**config.mk**
```make
export PLATFORM = sky130hd
export DESIGN_NAME = lcd_cmd_sequencer
export DESIGN_NICKNAME = d
export VERILOG_FILES = /design/src/rtl/lcd_pkg.sv /design/src/rtl/lcd_cmd_fifo.sv /design/src/rtl/lcd_cmd_sequencer.sv
export SDC_FILE = /design/constraint.sdc
export NUM_CORES = 1
export LEC_CHECK = 0
export ABC_AREA = 0
export CAP_MARGIN = 10
export CELL_PAD_IN_SITES_DETAIL_PLACEMENT = 1
export CELL_PAD_IN_SITES_GLOBAL_PLACEMENT = 1
export CORE_MARGIN = 4
export CORE_UTILIZATION = 39
export DETAILED_ROUTE_END_ITERATION = 16
export GPL_TIMING_DRIVEN = 0
export PLACE_DENSITY = 0.74
export SLEW_MARGIN = 20
export SYNTH_ARGS = -nofsm -noshare
export SYNTH_HDL_FRONTEND = slang
export SYNTH_SLANG_ARGS = --single-unit
```
**constraint.sdc**
```tcl
create_clock -name clock -period 4.5 [get_ports clock]
set_input_delay 1.125 -clock clock [delete_from_list [all_inputs] [get_ports clock]]
set_output_delay 1.125 -clock clock [all_outputs]
set_load 0.02 [all_outputs]
```
**src/rtl/lcd_pkg.sv**
```systemverilog
// Shared definitions for the LCD command sequencer: state encoding, command
// layout and the fixed HD44780 power-up instruction list.
package lcd_pkg;

  localparam logic [2:0] S_INIT_ISSUE = 3'd0;
  localparam logic [2:0] S_INIT_WAIT  = 3'd1;
  localparam logic [2:0] S_IDLE       = 3'd2;
  localparam logic [2:0] S_ISSUE      = 3'd3;
  localparam logic [2:0] S_WAIT       = 3'd4;

  typedef enum logic [2:0] {
    INIT_ISSUE = S_INIT_ISSUE,
    INIT_WAIT  = S_INIT_WAIT,
    IDLE       = S_IDLE,
    ISSUE      = S_ISSUE,
    WAIT       = S_WAIT
  } state_t;

  localparam logic RS_INSTR = 1'b0;
  localparam logic RS_DATA  = 1'b1;

  // A command is {rs, byte}; rs sits in the MSB.
  localparam int CMD_W    = 9;
  localparam int INIT_LEN = 4;

  // Function set 8-bit/2-line, display on, entry mode increment, clear.
  localparam logic [CMD_W-1:0] INIT_ROM [INIT_LEN] = '{
    {RS_INSTR, 8'h38},
    {RS_INSTR, 8'h0C},
    {RS_INSTR, 8'h06},
    {RS_INSTR, 8'h01}
  };

endpackage

```
**src/rtl/lcd_cmd_fifo.sv**
```systemverilog
// Small synchronous command FIFO; pointers carry a wrap bit so full and empty
// can be told apart when the indices match.
module lcd_cmd_fifo #(
  parameter int DEPTH = 8,
  parameter int WIDTH = 9
) (
  input  logic             clock,
  input  logic             reset_n,
  input  logic             push,
  input  logic [WIDTH-1:0] push_data,
  input  logic             pop,
  output logic [WIDTH-1:0] head,
  output logic             full,
  output logic             empty
);

  localparam int AW = $clog2(DEPTH);

  logic [WIDTH-1:0] mem [DEPTH];
  logic [AW:0]      wr_ptr;
  logic [AW:0]      rd_ptr;
  logic             do_push;
  logic             do_pop;

  assign full    = (wr_ptr[AW] != rd_ptr[AW]) && (wr_ptr[AW-1:0] == rd_ptr[AW-1:0]);
  assign empty   = (wr_ptr == rd_ptr);
  assign do_push = push && !full;
  assign do_pop  = pop && !empty;
  assign head    = mem[rd_ptr[AW-1:0]];

  always_ff @(posedge clock) begin
    if (!reset_n) begin
      wr_ptr <= '0;
      rd_ptr <= '0;
    end else begin
      if (do_push) wr_ptr <= wr_ptr + 1'b1;
      if (do_pop)  rd_ptr <= rd_ptr + 1'b1;
    end
  end

  // Storage needs no reset: the pointers alone define what is valid.
  always_ff @(posedge clock) begin
    if (do_push) mem[wr_ptr[AW-1:0]] <= push_data;
  end

endmodule

```
**src/rtl/lcd_cmd_sequencer.sv**
```systemverilog
// Feeds the LCD controller custom instruction: replays the HD44780 init list,
// then drains queued commands one at a time with a watchdog on lcd_done.
module lcd_cmd_sequencer
  import lcd_pkg::*;
#(
  parameter int FIFO_DEPTH     = 8,
  parameter int TIMEOUT_CYCLES = 300000
) (
  input  logic        clock,
  input  logic        reset_n,
  input  logic        wr_valid,
  output logic        wr_ready,
  input  logic        wr_rs,
  input  logic [7:0]  wr_data,
  output logic [31:0] lcd_a,
  output logic [31:0] lcd_b,
  output logic        lcd_start,
  input  logic        lcd_done,
  output logic        init_done,
  output logic        busy,
  output logic        timeout_err
);

  localparam int IDX_W = $clog2(INIT_LEN);

  state_t           state;
  state_t           state_nxt;
  logic [IDX_W-1:0] init_idx;
  logic [31:0]      wait_cnt;
  logic             cur_rs;
  logic [7:0]       cur_byte;

  logic             fifo_full;
  logic             fifo_empty;
  logic             fifo_pop;
  logic [CMD_W-1:0] fifo_head;

  logic             expired;
  logic             idx_last;
  logic             load_init;
  logic             clear_cnt;
  logic             count_up;
  logic             finish;
  logic             set_timeout;
  logic             advance_init;
  logic             start_nxt;

  lcd_cmd_fifo #(
    .DEPTH (FIFO_DEPTH),
    .WIDTH (CMD_W)
  ) u_fifo (
    .clock     (clock),
    .reset_n   (reset_n),
    .push      (wr_valid),
    .push_data ({wr_rs, wr_data}),
    .pop       (fifo_pop),
    .head      (fifo_head),
    .full      (fifo_full),
    .empty     (fifo_empty)
  );

  assign expired  = (wait_cnt == 32'(TIMEOUT_CYCLES - 1));
  assign idx_last = (init_idx == IDX_W'(INIT_LEN - 1));
  assign wr_ready = !fifo_full;
  assign busy     = (state != IDLE) || !fifo_empty;
  assign lcd_a    = {31'b0, cur_rs};
  assign lcd_b    = {24'b0, cur_byte};

  always_ff @(posedge clock) begin
    if (!reset_n) state <= INIT_ISSUE;
    else          state <= state_nxt;
  end

  always_comb begin
    state_nxt = state;
    case (state)
      INIT_ISSUE: state_nxt = INIT_WAIT;
      INIT_WAIT:  if (lcd_done || expired) state_nxt = idx_last ? IDLE : INIT_ISSUE;
      IDLE:       if (!fifo_empty) state_nxt = ISSUE;
      ISSUE:      state_nxt = WAIT;
      WAIT:       if (lcd_done || expired) state_nxt = IDLE;
      default:    state_nxt = INIT_ISSUE;
    endcase
  end

  // The start pulse is registered off the load decision, so it lines up with
  // the freshly loaded lcd_a/lcd_b on the following cycle.
  always_comb begin
    load_init    = (state == INIT_ISSUE);
    fifo_pop     = (state == IDLE) && !fifo_empty;
    clear_cnt    = (state == INIT_ISSUE) || (state == ISSUE);
    count_up     = (state == INIT_WAIT) || (state == WAIT);
    finish       = count_up && (lcd_done || expired);
    set_timeout  = count_up && expired && !lcd_done;
    advance_init = (state == INIT_WAIT) && finish;
    start_nxt    = load_init || fifo_pop;
  end

  always_ff @(posedge clock) begin
    if (!reset_n) begin
      lcd_start   <= 1'b0;
      cur_rs      <= 1'b0;
      cur_byte    <= 8'h00;
      init_idx    <= '0;
      wait_cnt    <= '0;
      init_done   <= 1'b0;
      timeout_err <= 1'b0;
    end else begin
      lcd_start <= start_nxt;
      if (load_init)     {cur_rs, cur_byte} <= INIT_ROM[init_idx];
      else if (fifo_pop) {cur_rs, cur_byte} <= fifo_head;
      if (clear_cnt)                wait_cnt <= '0;
      else if (count_up && !expired) wait_cnt <= wait_cnt + 32'd1;
      if (advance_init) init_idx <= init_idx + 1'b1;
      if (advance_init && idx_last) init_done <= 1'b1;
      if (set_timeout) timeout_err <= 1'b1;
    end
  end

endmodule

```
== Yosys cells after proc, flatten, opt, wreduce, memory -nomap -nowiden ==
Memories as Yosys holds them, arrays and structs flattened. A register that Yosys moved wholly into a read port is not among the register bits.
Index checks and enable logic that the tools add are counted.
Word-level totals
  memories: 1
  register bits after elaboration: 57
  input bits: 13
  bits in writable memories: 72
  output and inout bits: 69
  word-level logic and storage cells: 70
Memory list
  u_fifo.mem: depth 8, width 9, read ports 1, clocked after Yosys merged registers in 1, write ports 1, RTL line lcd_cmd_fifo.sv:19  | logic [WIDTH-1:0] mem [DEPTH];
Operators by class
  bitwise gates (word level): 2
  mux-type cells: 16
  magnitude comparators: 1
  $add $sub $neg: 4
  reductions and logical operators: 23
  eq/ne operators: 13
Operator list (count)
  $add A32 B1 Y32 const B: 1
  $eq A32 B19 Y1 const B: 1
  $bmux W9 S2: 1
  $mux W9: 2
  $mux W8: 2
  $mux W3: 5
  $pmux W3 S5: 1
  $logic_and A1 B1 Y1: 10
  $add A4 B1 Y4 const B: 2
  $eq A3 B2 Y1 const B: 2
  $ne A2 B2 Y1 const B: 3
  $logic_or A1 B1 Y1: 5
  $eq A4 B4 Y1: 1
  $logic_not A1 Y1: 4
  $mux W1: 4
  $eq A3 B1 Y1 const B: 1
  $eq A3 B3 Y1: 1
  $eq A3 B3 Y1 const B: 1
  $ge A3 B3 Y1 const B: 1
  $logic_not A3 Y1: 1
  $ne A3 B2 Y1 const B: 1
  $not A2 Y3: 1
  $reduce_and A3 Y1: 1
  $add A2 B1 Y2 const B: 1
  other kinds (6): 6

== Depth between registers and ports, before layout ==
  depth after elaboration: 6
  depth in mapped cells: 7
  gate-level depth less buffers: 6

== By module ==
A second synthesis with hierarchy kept.
Second synthesis, totals
  cell total of the unflattened synthesis: 545
  area, all modules: 6444.9 sq um
By module, submodules not included
  lcd_cmd_fifo: times used 1, cells an instance 187, area an instance 3547.2 sq um
  lcd_cmd_sequencer: times used 1, cells an instance 358, area an instance 2897.8 sq um

== Worst setup path before layout ==
No wires, ideal clock.
  path type: input-to-reg
  start: input wr_valid
  end: memory u_fifo.mem[0][0], enable pin
  library setup time: 0.387 ns
  arrival time: 2.406 ns
  cell stages on the path: 4
  setup slack: 1.707 ns
  path buffers: 0
  path through: inv_1 a41oi_1 nand2b_1 nor3_1
Between the ends
  word-level cells in the longest chain between the ends: 3
RTL lines
  from (decl): RTL line lcd_cmd_sequencer.sv:11  | input logic wr_valid,
  $logic_and A1 B1 Y1: RTL line lcd_cmd_fifo.sv:27  | assign do_push = push && !full;
  $mux W1: RTL line lcd_cmd_fifo.sv:43  | if (do_push) mem[wr_ptr[AW-1:0]] <= push_data;
  $mux W1 (implied by the code): RTL line lcd_cmd_fifo.sv:43
  to (decl): RTL line lcd_cmd_fifo.sv:19
No other way between the ends.

== Final worst setup path ==
  start: register u_fifo.wr_ptr[2]
  end: output busy
Between the ends
  word-level cells in the longest chain between the ends: 3
RTL lines
  from (decl): RTL line lcd_cmd_fifo.sv:20  | logic [AW:0] wr_ptr;
  from (signal assigned): RTL line lcd_cmd_fifo.sv:36  | if (do_push) wr_ptr <= wr_ptr + 1'b1;
  $eq A4 B4 Y1: RTL line lcd_cmd_fifo.sv:26  | assign empty = (wr_ptr == rd_ptr);
  $logic_not A1 Y1: RTL line lcd_cmd_sequencer.sv:65  | assign busy = (state != IDLE) || !fifo_empty;
  $logic_or A1 B1 Y1: RTL line lcd_cmd_sequencer.sv:65
  to (decl): RTL line lcd_cmd_sequencer.sv:20  | output logic busy,
No other way between the ends.

==> qor.txt <==
Die Wd -> 132 microns
total negative setup slack -> 0 ps
Antenna Nets Post-Route -> 0
initial antenna violation count -> 0
CTS tree -> done
H-tree levels -> 4
crit end category -> primary output
dominant cells by area after synthesis -> edfxtp_1 36%, dfxtp_1 20%, buf_4 7.0%
I/O pins -> 82
Syn Area/Cell -> 12.0 sq um
Rel. slew slack -> 29.0%
Tcrit/Tclk final -> 79.4%
post-synthesis adder-cell area fraction -> 1.24%
Final Slew Violations -> 0
Resized Gates After CTS -> 0
Total Routed Length -> 14400 microns
EDFF count, synth -> 72
Peak VDD IR -> 0.313 mV
multiplexer share of the synthesized area -> 8.74%
status -> finished clean
Synth async-reset ratio -> 0%
Syn Std Cell Area -> 0.00604 sq mm
DR pass1 iterations -> 4
number of global-route vias before repair -> 4305
Worst-path clk slew -> 70 ps
Clock Skews -> 19.1 ps
sequential area share after synthesis -> 55.6%
largest net degree at the start of global routing -> 17
Final WS setup -> 929 ps
simple-gate area share of the yosys netlist -> 15.2%
initial core utilization -> 39.8%
clk sinks -> 132
clock root buffer -> clkbuf_16
Post-DP HPWL -> 9940 microns
first-pass GRT wire length -> 23600 microns
Synth cell types -> 54
Max Clock Freq -> 280 MHz
CTS Hold Buffers Added -> 0
dpl cells -> 772
Tmin final -> 3570 ps
critical path's largest stage delay -> 550 ps
WP data arrival -> 2450 ps
critical path startpoint category -> flip-flop
drt wl/cell -> 17.9 microns
Place WS -> 890 ps
main combinational cell family by area after synthesis -> simple AND/OR/NAND/NOR gates
Final setup viols -> 0
RSZ-0062 raised after global routing -> false
detailed-route via count -> 4058
Crit path required time -> 3380 ps
post-layout util -> 48.7%
worst-path fanout max -> 8
Lkg Pwr -> 2.68 nW
n_diodes -> 0
critical path class -> flip-flop to primary output
Clock Path Buffers -> 2
worst path bufs/invs -> 2
I/O Buffers -> 26
gp weighted congestion -> 0.786
Initial DRC Count -> 243
Synth Area in Compound Gates -> 5.63%
drt drc -> 0
Num CTS Buffers -> 17
XOR/XNOR share of the synthesized area -> 4.64%
Hold Path Class -> flip-flop to flip-flop
Yosys top cell area share -> 35.8%
Final nets -> 622
Die H -> 132 microns
max_cap viols -> 0
Row Count -> 45
GRT Overall Usage -> 17.2%
Skew-Pair Late Insertion Delay -> 430 ps
Final Hold Viols -> 0
core footprint -> 0.0152 sq mm
Crit path max-delay family -> buffers and inverters
Fill cells -> 1616
Area growth, synth to finish -> 22.5%
CP cell instances -> clkbuf_1 > xnor2_1 > nand3_1 > or3_1 > clkdlybuf4s50_1
post-CTS setup buffers -> 0
Worst-Margin Slew -> 1060 ps
Seq cells post-synth -> 132
Die Area -> 0.0176 sq mm
layout cells sized above 1 -> 21.1%
Post-Synthesis Cells -> 502
YS warnings -> 0
Final Power -> 3.00 mW
post-synth top area cell -> edfxtp_1
final cell count without fillers -> 804
Crit-path slowest cell -> clkdlybuf4s50_1
total global routing overflow -> 0
Main synth FF type -> edfxtp_1
power per cell area -> 405 mW/mm^2
vias per std cell -> 5.05
## per-layer routing
layer	vias to the layer above	GRT usage, %	routed length (microns)
met3	9	4.94	533
met5	-	0	0
met4	0	4.04	106
li1	1948	-	-
met2	77	30.7	7580
met1	2024	20.6	6130
## cell usage after synthesis (2+ instances only)
library cell	instances
o31ai_1	3
or3_1	8
xor2_1	20
inv_1	8
ha_1	6
a21boi_1	2
nor4_1	3
mux2i_1	10
o221ai_1	2
a41oi_1	2
buf_2	3
a21oi_2	5
xnor2_1	12
and2_1	10
buf_1	2
a21oi_1	7
nand3_1	15
and3_1	5
nor3b_1	2
nand4_1	28
nor3_1	6
a211oi_1	2
nand2_1	31
and4_1	3
mux4_2	18
nor2_1	34
o21ai_0	4
nor2b_1	3
o311ai_0	2
o21ai_1	7
clkbuf_1	14
o21a_1	3
mux2_2	2
nor4b_1	2
edfxtp_1	72
or4_1	7
o211ai_1	5
dfxtp_1	60
nand2b_1	4
buf_4	56
## placed cells by master, fill, tap and decap left out, drive strengths merged, types with 10 or more instances in the layout
master,synthesis,final
a21oi,12,12
and2,10,10
buf,62,64
clkbuf,14,31
clkdlybuf4s50,0,26
conb,1,55
dfxtp,60,60
edfxtp,72,72
inv,8,18
mux2i,10,10
mux4,18,18
nand2,31,31
nand3,16,16
nand4,28,28
nor2,35,35
o21ai,12,12
xnor2,12,12
xor2,20,20
## layout make-up
cell class                      instances  area (sq um)  area share [%]
Clock buffer                           17           425            5.75
Timing Repair Buffer                   28           275            3.72
Inverter                                8          30.0           0.406
Multi-Input combinational cell        340          2360            31.9
Clock inverter                         15           208            2.81
Tap cell                              188           235            3.18
Sequential cell                       132          3360            45.4
Buffer                                 76           507            6.84
## metrics by stage
step | hold WS (ps) | cell area, sq um
2_1_floorplan | 455 | 6250
4_1_cts | 490 | 7400
3_3_place_gp | 469 | 6740
3_5_place_dp | 480 | 6770
5_1_grt | 534 | 7400
6_report | 488 | 7400
## cells by family after synthesis
family | count (synthesis)
AO/OA/AOI/OAI | 48
flip-flops | 132
buffers and inverters | 84
XOR/XNOR | 32
multiplexers | 30
adder cells (fa/ha/maj) | 6
other | 1
AND/OR/NAND/NOR | 169
## sequential cells by signal, indices dropped and copies added (netlist names), named ones only
name and flops:
cur_rs 1, u_fifo.mem 72, state 3, lcd_start 1
timeout_err 1, wait_cnt 32, cur_byte 8, init_done 1
init_idx 2, u_fifo.rd_ptr 4, u_fifo.wr_ptr 4
## worst min-delay path, delay by kind of cell, from the launching register on
family	cells	cell delay, ps
multiplexers	1	50
AND/OR/NAND/NOR	1	60
flip-flops	1	330
## path summary, 6_finish.rpt
check | start | endpoint | slack [ps] | cells past startpoint
worst max-delay path | u_fifo.wr_ptr[2]$_SDFFE_PN0P_ | busy | 930 | 5
worst min-delay path | init_idx[0]$_SDFFE_PN0P_ | init_idx[0]$_SDFFE_PN0P_ | 490 | 2
worst max register to register | u_fifo.wr_ptr[0]$_SDFFE_PN0P_ | u_fifo.mem[4][4]$_DFFE_PP_ | 1530 | 5
worst min register to register | init_idx[0]$_SDFFE_PN0P_ | init_idx[0]$_SDFFE_PN0P_ | 490 | 2
## power by group
part | internal, mW | leakage (nW) | switching [mW]
Clock | 0.901 | 0.313 | 0.591
Sequential | 1.30 | 1.14 | 0.0114
Combinational | 0.0790 | 1.22 | 0.123
No activity file was read; power rests on OpenSTA's default activity.
